--- src/rtl/mycpu_pkg.sv ---
// Shared I/O controller types: FSM state encoding, default widths, error read pattern.
// No logic of its own.
package mycpu_pkg;

    localparam int IO_DATA_WIDTH     = 16;
    localparam int IO_ADDR_WIDTH     = 8;
    localparam int IO_TIMEOUT_CYCLES = 32;
    localparam int IO_CNT_WIDTH      = 8;

    // Returned on a read that was aborted; sliced to the bus data width by users.
    localparam logic [63:0] IO_ERR_RDATA = '1;

    typedef enum logic [1:0] {
        IO_IDLE,
        IO_ACCESS,
        IO_DONE,
        IO_ERR
    } io_ctrl_state_t;

endpackage

--- src/rtl/io_timeout_cnt.sv ---
// Clearable saturating cycle counter; expired is high while count equals LIMIT-1.
// Latency: count updates one edge after inc; expired is combinational from count.
// Backpressure: none, the counter simply holds at its maximum value.
module io_timeout_cnt #(
    parameter int LIMIT = 32,
    parameter int W     = 8
) (
    input  logic clk,
    input  logic rst,
    input  logic clr,
    input  logic inc,
    output logic expired
);

    logic [W-1:0] count;

    always_ff @(posedge clk) begin
        if (rst || clr) begin
            count <= '0;
        end else if (inc && (count != '1)) begin
            count <= count + 1'b1;
        end
    end

    assign expired = (count == W'(LIMIT - 1));

endmodule

--- src/rtl/io_bus_ctrl.sv ---
// Sequences CPU IOR/IOW onto a req/ack I/O bus; IO_TIMEOUT_EN adds abort-on-no-ack with sticky error.
// Latency: 2 stall cycles with ack in the first ACCESS cycle, +1 per ack wait cycle.
// Backpressure: the CPU is stalled for as long as the bus withholds io_ack_in.
module io_bus_ctrl
    import mycpu_pkg::*;
#(
    parameter int DATA_WIDTH     = IO_DATA_WIDTH,
    parameter int ADDR_WIDTH     = IO_ADDR_WIDTH,
    parameter int TIMEOUT_CYCLES = IO_TIMEOUT_CYCLES
) (
    input  logic                  clk,
    input  logic                  rst,
    input  logic                  cpu_iom_in,
    input  logic                  cpu_wen_in,
    input  logic [ADDR_WIDTH-1:0] cpu_addr_in,
    input  logic [DATA_WIDTH-1:0] cpu_wdata_in,
    output logic [DATA_WIDTH-1:0] cpu_rdata_out,
    output logic                  cpu_stall_out,
    output logic                  cpu_err_out,
    input  logic                  err_clr_in,
    output logic                  io_req_out,
    output logic                  io_we_out,
    output logic [ADDR_WIDTH-1:0] io_addr_out,
    output logic [DATA_WIDTH-1:0] io_wdata_out,
    input  logic [DATA_WIDTH-1:0] io_rdata_in,
    input  logic                  io_ack_in
);

    io_ctrl_state_t state, state_nxt;
    logic           stall_c;
    logic           to_expired;
    logic           err_set;

`ifdef IO_TIMEOUT_EN
    logic err_q;

    // Held clear while idle so every ACCESS starts counting from zero.
    io_timeout_cnt #(
        .LIMIT (TIMEOUT_CYCLES),
        .W     (IO_CNT_WIDTH)
    ) u_timeout_cnt (
        .clk     (clk),
        .rst     (rst),
        .clr     (state == IO_IDLE),
        .inc     ((state == IO_ACCESS) && !io_ack_in),
        .expired (to_expired)
    );

    always_ff @(posedge clk) begin
        if (rst) begin
            err_q <= 1'b0;
        end else begin
            err_q <= err_set | (err_q & ~err_clr_in);
        end
    end

    assign cpu_err_out = err_q;
`else
    logic unused_cfg;

    assign to_expired  = 1'b0;
    assign cpu_err_out = 1'b0;
    assign unused_cfg  = err_clr_in | (TIMEOUT_CYCLES == 0);
`endif

    // Ack has priority over an expiring timeout.
    assign err_set = (state == IO_ACCESS) && !io_ack_in && to_expired;

    always_ff @(posedge clk) begin
        if (rst) begin
            state <= IO_IDLE;
        end else begin
            state <= state_nxt;
        end
    end

    always_comb begin
        state_nxt = state;
        stall_c   = 1'b0;
        case (state)
            IO_IDLE: begin
                if (cpu_iom_in) begin
                    stall_c   = 1'b1;
                    state_nxt = IO_ACCESS;
                end
            end
            IO_ACCESS: begin
                stall_c = 1'b1;
                if (io_ack_in) begin
                    state_nxt = IO_DONE;
                end else if (to_expired) begin
                    state_nxt = IO_ERR;
                end
            end
            // The CU has already moved on, so any iom seen here is stale.
            IO_DONE:  state_nxt = IO_IDLE;
            IO_ERR:   state_nxt = IO_IDLE;
            default:  state_nxt = IO_IDLE;
        endcase
    end

    assign cpu_stall_out = rst ? 1'b0 : stall_c;
    assign io_req_out    = (state == IO_ACCESS);

    always_ff @(posedge clk) begin
        if (rst) begin
            io_we_out     <= 1'b0;
            io_addr_out   <= '0;
            io_wdata_out  <= '0;
            cpu_rdata_out <= '0;
        end else begin
            if ((state == IO_IDLE) && cpu_iom_in) begin
                io_we_out    <= ~cpu_wen_in;
                io_addr_out  <= cpu_addr_in;
                io_wdata_out <= cpu_wdata_in;
            end
            if ((state == IO_ACCESS) && io_ack_in && !io_we_out) begin
                cpu_rdata_out <= io_rdata_in;
            end else if (err_set && !io_we_out) begin
                cpu_rdata_out <= IO_ERR_RDATA[DATA_WIDTH-1:0];
            end
        end
    end

endmodule

--- config.mk ---
export PLATFORM = sky130hd
export DESIGN_NAME = io_bus_ctrl
export DESIGN_NICKNAME = d
export VERILOG_FILES = /design/src/rtl/mycpu_pkg.sv /design/src/rtl/io_timeout_cnt.sv /design/src/rtl/io_bus_ctrl.sv
export SDC_FILE = /design/constraint.sdc
export NUM_CORES = 1
export LEC_CHECK = 0
export BUFFER_PORTS_ARGS = -buffer_cell sky130_fd_sc_hd__buf_2
export CAP_MARGIN = 20
export CORE_UTILIZATION = 30
export CTS_CLUSTER_SIZE = 16
export DETAILED_ROUTE_END_ITERATION = 16
export PLACE_DENSITY = 0.67
export RECOVER_POWER = 50
export SETUP_SLACK_MARGIN = 0.02
export SLEW_MARGIN = 40
export SYNTH_ARGS = -nofsm -noshare
export SYNTH_HDL_FRONTEND = slang
export SYNTH_SLANG_ARGS = --single-unit
--- constraint.sdc ---
create_clock -name clk -period 1.36 [get_ports clk]
set_clock_uncertainty 0.15 [all_clocks]
set_input_delay 0.272 -clock clk [delete_from_list [all_inputs] [get_ports clk]]
set_output_delay 0.272 -clock clk [all_outputs]
set_load 0.01 [all_outputs]
==> reports/summary.txt, run 1 <==
Worst slack, placed - -0.0117 ns
Number of synthesized flops with an enable pin - 0
Gr busiest metal - met2
Max FO, Critical Path - 4
Lkg Pwr - 0.00115 uW
Internal power - 2100 uW
Synthesized cell area - 0.00195 sq mm
Core area - 0.00610 sq mm
Final worst path period need - 1.45 ns
Initial drt markers - 32
Routed WL - 4160 um
Die Span X - 82.5 um
Part of the power in the clock network - 0.319
Cells on worst reg2reg path - 4
Met3 Resource Use GR - 0.0462
Fill cell total of the finished layout - 620
DR pass1 iterations - 2
Max IR drop VDD - 0.537 mV
Sw Share - 0.249
Top-count cell post-synth - nand2b_1
Final setup viols - 27
CTS clock-pin slew for the worst setup and hold paths - 0.07 ns
Clock sinks - 43
Root buffer cell - clkbuf_8
Port Buffers - 87
Share of the synthesized area in the top cell type - 0.442
Hold path start - io_ack_in
Number of library cell types mapped by synthesis - 18
Max Fclk - 691 MHz
Global-route wire length before repair - 6100 um
Crit path capture type - output pin
H-tree level count - 2
Worst path cell trace - nor2_2 -> nor3_2 -> buf_2
CP Capture Point - cpu_stall_out
Critical path arrival - 1.02 ns
Grt ovf - 0
Mapped Nets - 235
Initial Utilization - 0.319
Worst setup margin - -0.0863 ns
Antenna Cells - 0
Number of hold violations in the final report - 0
HPWL Detailed - 2760 um
Fin Setup TNS - -1.10 ns
Yosys reg bits - 43
Die Y - 82.5 um
Met1 GRT Util - 0.123
Sequential share of power - 0.493
Reg2Reg Setup Slack - -0.06 ns
Io pins - 90
Synth Flop Type - dfxtp_1
Critical path startpoint - state[0]
# rows - 28
Reg2Reg Capture Point - io_we_out
Layout cells sized above 1 - 0.312
Top cell type by total area after synthesis - dfxtp_1
Met2 GRT Util - 0.225
Cell area after layout - 0.00268 sq mm
TritonCTS buffer count - 5
Combinational share of power - 0.189
Synth top cells by count - nand2b_1, dfxtp_1, mux2i_1
Status - finished with violations
RePlAce Congestion - 0.695
Register area share after synthesis - 0.442
Footprint of the multi-input gates - 0.00100 sq mm
Failing checks - setup timing
Mapped Cells - 189
CP Launch Type - flop
Post-synth ARST share - 0
Psw - 695 uW
Layout area overhead - 37.9%
Ys Warns - 0
Nets - 327
Clk_lat worst skew - 0.29 ns
Tcrit/Tclk final - 1.06
CP max stage delay - 0.37 ns
Placed cell area - 0.00246 sq mm
Vias in the first global route - 1396
Crit Path Category - reg2out
Antenna-violating nets left - 0
Min-delay worst type - in2reg
Pwr/cell area - 1040 mW/mm^2
Register Area - 866 sq um
Slew Viols, Final - 0
Min Hold Slack - 0.0582 ns
Slowest CP cell - dfxtp_2
Vias - 1547
Avg Cell Area, Syn - 10.3 sq um
RSZ-0062 raised after global routing - true
WL/cell - 11.7 um
R2r startpoint - state[0]
WP data required - 0.94 ns
CTS tree - done
Initial antenna violation count - 0
Die ar. - 0.00681 sq mm
Synth top area cells - dfxtp_1, nand2b_1, mux2i_1
Total Routing Usage GR - 0.121
Longest Clk Path Bufs - 2
Pin count of the biggest net entering global routing - 61
Via-to-Cell Ratio - 4.33
Post-route DRC - 0
MaxCap Viol Count - 0
-- repair_timing --
action / CTS / global route
hold buffers: 0 / 0
pin swaps: 2 / 1
cloned: 2 / 1
resized for setup: 11 / 5
setup buffers: 4 / 0
setup endpoints to repair: 26 / 28
-- power by group through the flow --
stage	Combinational, uW	Sequential [uW]	Clock, uW
after floorplan	242	1440	0
after global placement	450	1400	0
after detailed placement	459	1400	0
after CTS	528	1370	945
after global routing	578	1390	984
final	527	1380	891
-- how the worst min path moves through the flow --
stage,cells after the start,endpoint,slack [ns]
detailed placement,2,io_wdata_out[5],0.31
global placement,2,cpu_rdata_out[1],0.30
floorplan,1,state[0],0.24
global route,2,state[0],0.05
CTS,2,state[0],0.04
finish,2,state[0],0.06
-- critical path: cells and delay by family, from the launching register on --
| kind | cells | cell delay (ns) |
|---|---|---|
| and+or+nand+nor | 2 | 0.22 |
| DFF | 1 | 0.37 |
| buffers and inverters | 1 | 0.15 |
-- layer usage --
metal	vias up	wire [um]
met3	7	298
met4	0	54
met1	701	1870
met2	53	1940
li1	786	-
met5	-	0
-- flip-flops by register name, indices dropped and copies added (netlist names) --
name / cells
state: 2
io_addr_out: 8
io_we_out: 1
io_wdata_out: 16
cpu_rdata_out: 16
-- cells in the final DEF, fill, tap and decap left out --
cell       count
a2111oi_0      1
and2b_2        1
and3b_1        1
and4bb_2       1
buf_12         3
buf_16         2
buf_2         59
buf_4          3
buf_6          4
buf_8          1
clkbuf_1      28
clkbuf_16      1
clkbuf_8       7
conb_1         1
dfxtp_1       41
dfxtp_2        1
dfxtp_4        1
mux2_4         1
mux2i_1       40
nand2b_1      80
nor2_1         1
nor2_2         1
nor2b_1        1
nor3_2         1
nor3b_4        1
-- cell type report --
| cell class | count | share of cell area |
|---|---|---|
| clock buffers | 8 | 0.0373 |
| multi-input cells | 131 | 0.374 |
| flip-flops and latches | 43 | 0.323 |
| well taps | 75 | 0.0350 |
| repair buffers | 100 | 0.231 |
-- metrics by stage --
| stage | instances | util | power, uW |
|---|---|---|---|
| 4_1_cts | 356 | 0.439 | 2850 |
| 3_3_place_gp | 342 | 0.403 | 1850 |
| 5_1_grt | 357 | 0.440 | 2950 |
| 2_1_floorplan | 189 | - | 1680 |
| 3_5_place_dp | 342 | 0.403 | 1860 |
| 6_report | 357 | 0.440 | 2790 |
-- kinds of logic (layout without fill, tap and decap cells) --
logic type | after synthesis | after routing | synth area share
compound gates | 1 | 1 | 0.00450
buf+inv | 15 | 108 | 0.0534
flops | 43 | 43 | 0.442
mux | 41 | 41 | 0.212
other cells | 1 | 1 | 0.00193
simple gates | 88 | 88 | 0.286
(Power assumes the default switching activity.)
==> run 2: changes to the inputs <==
--- a/config.mk
+++ b/config.mk
@@ -12,6 +12,7 @@
 export DETAILED_ROUTE_END_ITERATION = 16
 export PLACE_DENSITY = 0.67
 export RECOVER_POWER = 50
+export REMOVE_ABC_BUFFERS = 1
 export SETUP_SLACK_MARGIN = 0.02
 export SLEW_MARGIN = 40
 export SYNTH_ARGS = -nofsm -noshare
==> reports/summary.txt, run 2 (synthesized netlist as in run 1, its figures left out) <==
Port Buffers - 87 (unchanged)
Nets - 321 (was 327)
Vias in the first global route - 1229 (was 1396)
Layout area overhead - 32.5% (was 37.9%)
Top flop regs - cpu_rdata_out (16), io_wdata_out (16), io_addr_out (8) (unchanged)
Antenna Cells - 0 (unchanged)
CP Launch Type - flop (unchanged)
Fill cell total of the finished layout - 602 (was 620)
WP data required - 0.94 ns (about the same)
Tcrit/Tclk final - 1.05 (was 1.06)
Critical path startpoint - state[1] (was state[0])
Clk_lat worst skew - 0.29 ns (about the same)
Number of hold violations in the final report - 0 (unchanged)
Post-route DRC - 0 (unchanged)
Worst setup margin - -0.0687 ns (was -0.0863 ns)
Footprint of the multi-input gates - 986 sq um (was 0.00100 sq mm)
Io pins - 90 (unchanged)
Lkg Pwr - 0.00120 uW (was 0.00115 uW)
HPWL Detailed - 2670 um (was 2760 um)
Initial drt markers - 14 (was 32)
Max Fclk - 700 MHz (was 691 MHz)
Crit Path Category - reg2out (unchanged)
RSZ-0062 raised after global routing - true (unchanged)
Fin Setup TNS - -0.179 ns (was -1.10 ns)
Reg2Reg Capture Point - io_wdata_out[1] (was io_we_out)
H-tree level count - 2 (unchanged)
Die ar. - 0.00681 sq mm (unchanged)
Final worst path period need - 1.43 ns (was 1.45 ns)
Critical path arrival - 1.01 ns (was 1.02 ns)
Slew Viols, Final - 0 (unchanged)
RePlAce Congestion - 0.730 (was 0.695)
Max IR drop VDD - 0.393 mV (was 0.537 mV)
MaxCap Viol Count - 0 (unchanged)
Pin count of the biggest net entering global routing - 55 (was 61)
TritonCTS buffer count - 5 (unchanged)
Root buffer cell - clkbuf_8 (unchanged)
Max FO, Critical Path - 4 (unchanged)
Antenna-violating nets left - 0 (unchanged)
Routed WL - 3820 um (was 4160 um)
CTS clock-pin slew for the worst setup and hold paths - 0.08 ns (was 0.07 ns)
Vias - 1522 (was 1547)
Total Routing Usage GR - 0.110 (was 0.121)
WL/cell - 10.9 um (was 11.7 um)
Reg2Reg Setup Slack - -0.05 ns (was -0.06 ns)
Final setup viols - 10 (was 27)
Min Hold Slack - 0.0413 ns (was 0.0582 ns)
DR pass1 iterations - 2 (unchanged)
Layout cells sized above 1 - 0.384 (was 0.312)
Longest Clk Path Bufs - 2 (unchanged)
Commonest non-fill, non-tap cell in the layout - buf_2 (was nand2b_1)
Pwr/cell area - 1050 mW/mm^2 (was 1040 mW/mm^2)
CTS tree - done (unchanged)
Clock sinks - 43 (unchanged)
Commonest non-fill, non-tap cells in the layout - buf_2, nand2b_1, dfxtp_1 (was nand2b_1, buf_2, dfxtp_1)
Grt ovf - 0 (unchanged)
Crit path capture type - output pin (unchanged)
Initial Utilization - 0.319 (unchanged)
Post-CTS Hold Buffers - 0 (unchanged)
Total power - 2710 uW (was 2790 uW)
Register Area - 866 sq um (unchanged)
Failing checks - setup timing (unchanged)
Status - finished with violations (unchanged)
Global-route wire length before repair - 5550 um (was 6100 um)
Min-delay worst type - in2reg (unchanged)
R2r startpoint - state[1] (was state[0])
Initial antenna violation count - 0 (unchanged)
Core area - 0.00610 sq mm (unchanged)
Die Span X - 82.5 um (unchanged)
Via-to-Cell Ratio - 4.34 (was 4.33)
Die Y - 82.5 um (unchanged)
# rows - 28 (unchanged)
CP Capture Point - io_req_out (was cpu_stall_out)
Cells on worst reg2reg path - 3 (was 4)
## run 2: changes by cell type in the layout (fill, tap and decap cells not counted), moves of 2 or more
| cell | previous run | this run |
|---|---|---|
| buf_16 | 2 | 0 |
| buf_2 | 59 | 86 |
| buf_6 | 4 | 1 |
| clkbuf_1 | 28 | 1 |
## run 2: how the worst min path moves through the flow
stage | startpoint | end | slack, ns | cells after the start
floorplan | rst | state[0] | 0.21 | 1
global placement | io_wdata_out[6] | io_wdata_out[6] | 0.30 | 2
detailed placement | cpu_rdata_out[6] | cpu_rdata_out[6] | 0.31 | 2
CTS | io_ack_in | state[0] | 0.02 | 2
global route | io_ack_in | state[0] | 0.03 | 2
finish | io_ack_in | state[0] | 0.04 | 2
## run 2: worst max-delay path, stage by stage (launching register included)
cell     delay, ns
dfxtp_2       0.36
and2b_2       0.24
buf_6         0.12
## run 2: per-layer routing
layer	up-vias	wire [um]	global-route usage
met5	-	0	0
met4	0	42	0.0362
met3	6	308	0.0462
met2	59	1760	0.179
met1	681	1710	0.130
li1	776	-	-
## run 2: repair_timing
item / CTS / global route
endpoints found under the setup margin: 26 / 42
gates resized for setup: 3 / 1
gates cloned: 0 / 0
setup buffers: 1 / 0
pin swaps: 1 / 0
## run 2: layout make-up
| type | instances | share of cell area |
|---|---|---|
| multi-input combinational | 131 | 0.383 |
| sequential | 43 | 0.336 |
| timing repair buffer | 94 | 0.206 |
| clock buffer | 8 | 0.0388 |
| tap | 75 | 0.0364 |
## run 2: power by group
| group | switching, uW | internal (uW) |
|---|---|---|
| Sequential | 38.7 | 1340 |
| Combinational | 206 | 249 |
| Clock | 420 | 464 |
## run 2: through the flow
step / cell area, sq um / std cells / utilization / setup WS [ns]
after detailed placement: 2460 / 342 / 0.403 / -0.0844
final: 2580 / 351 / 0.423 / -0.0687
after global routing: 2580 / 351 / 0.423 / -0.119
after CTS: 2570 / 351 / 0.422 / -0.0757
after global placement: 2460 / 342 / 0.403 / 0.0132
after floorplan: 1840 / 174 / - / -2.33
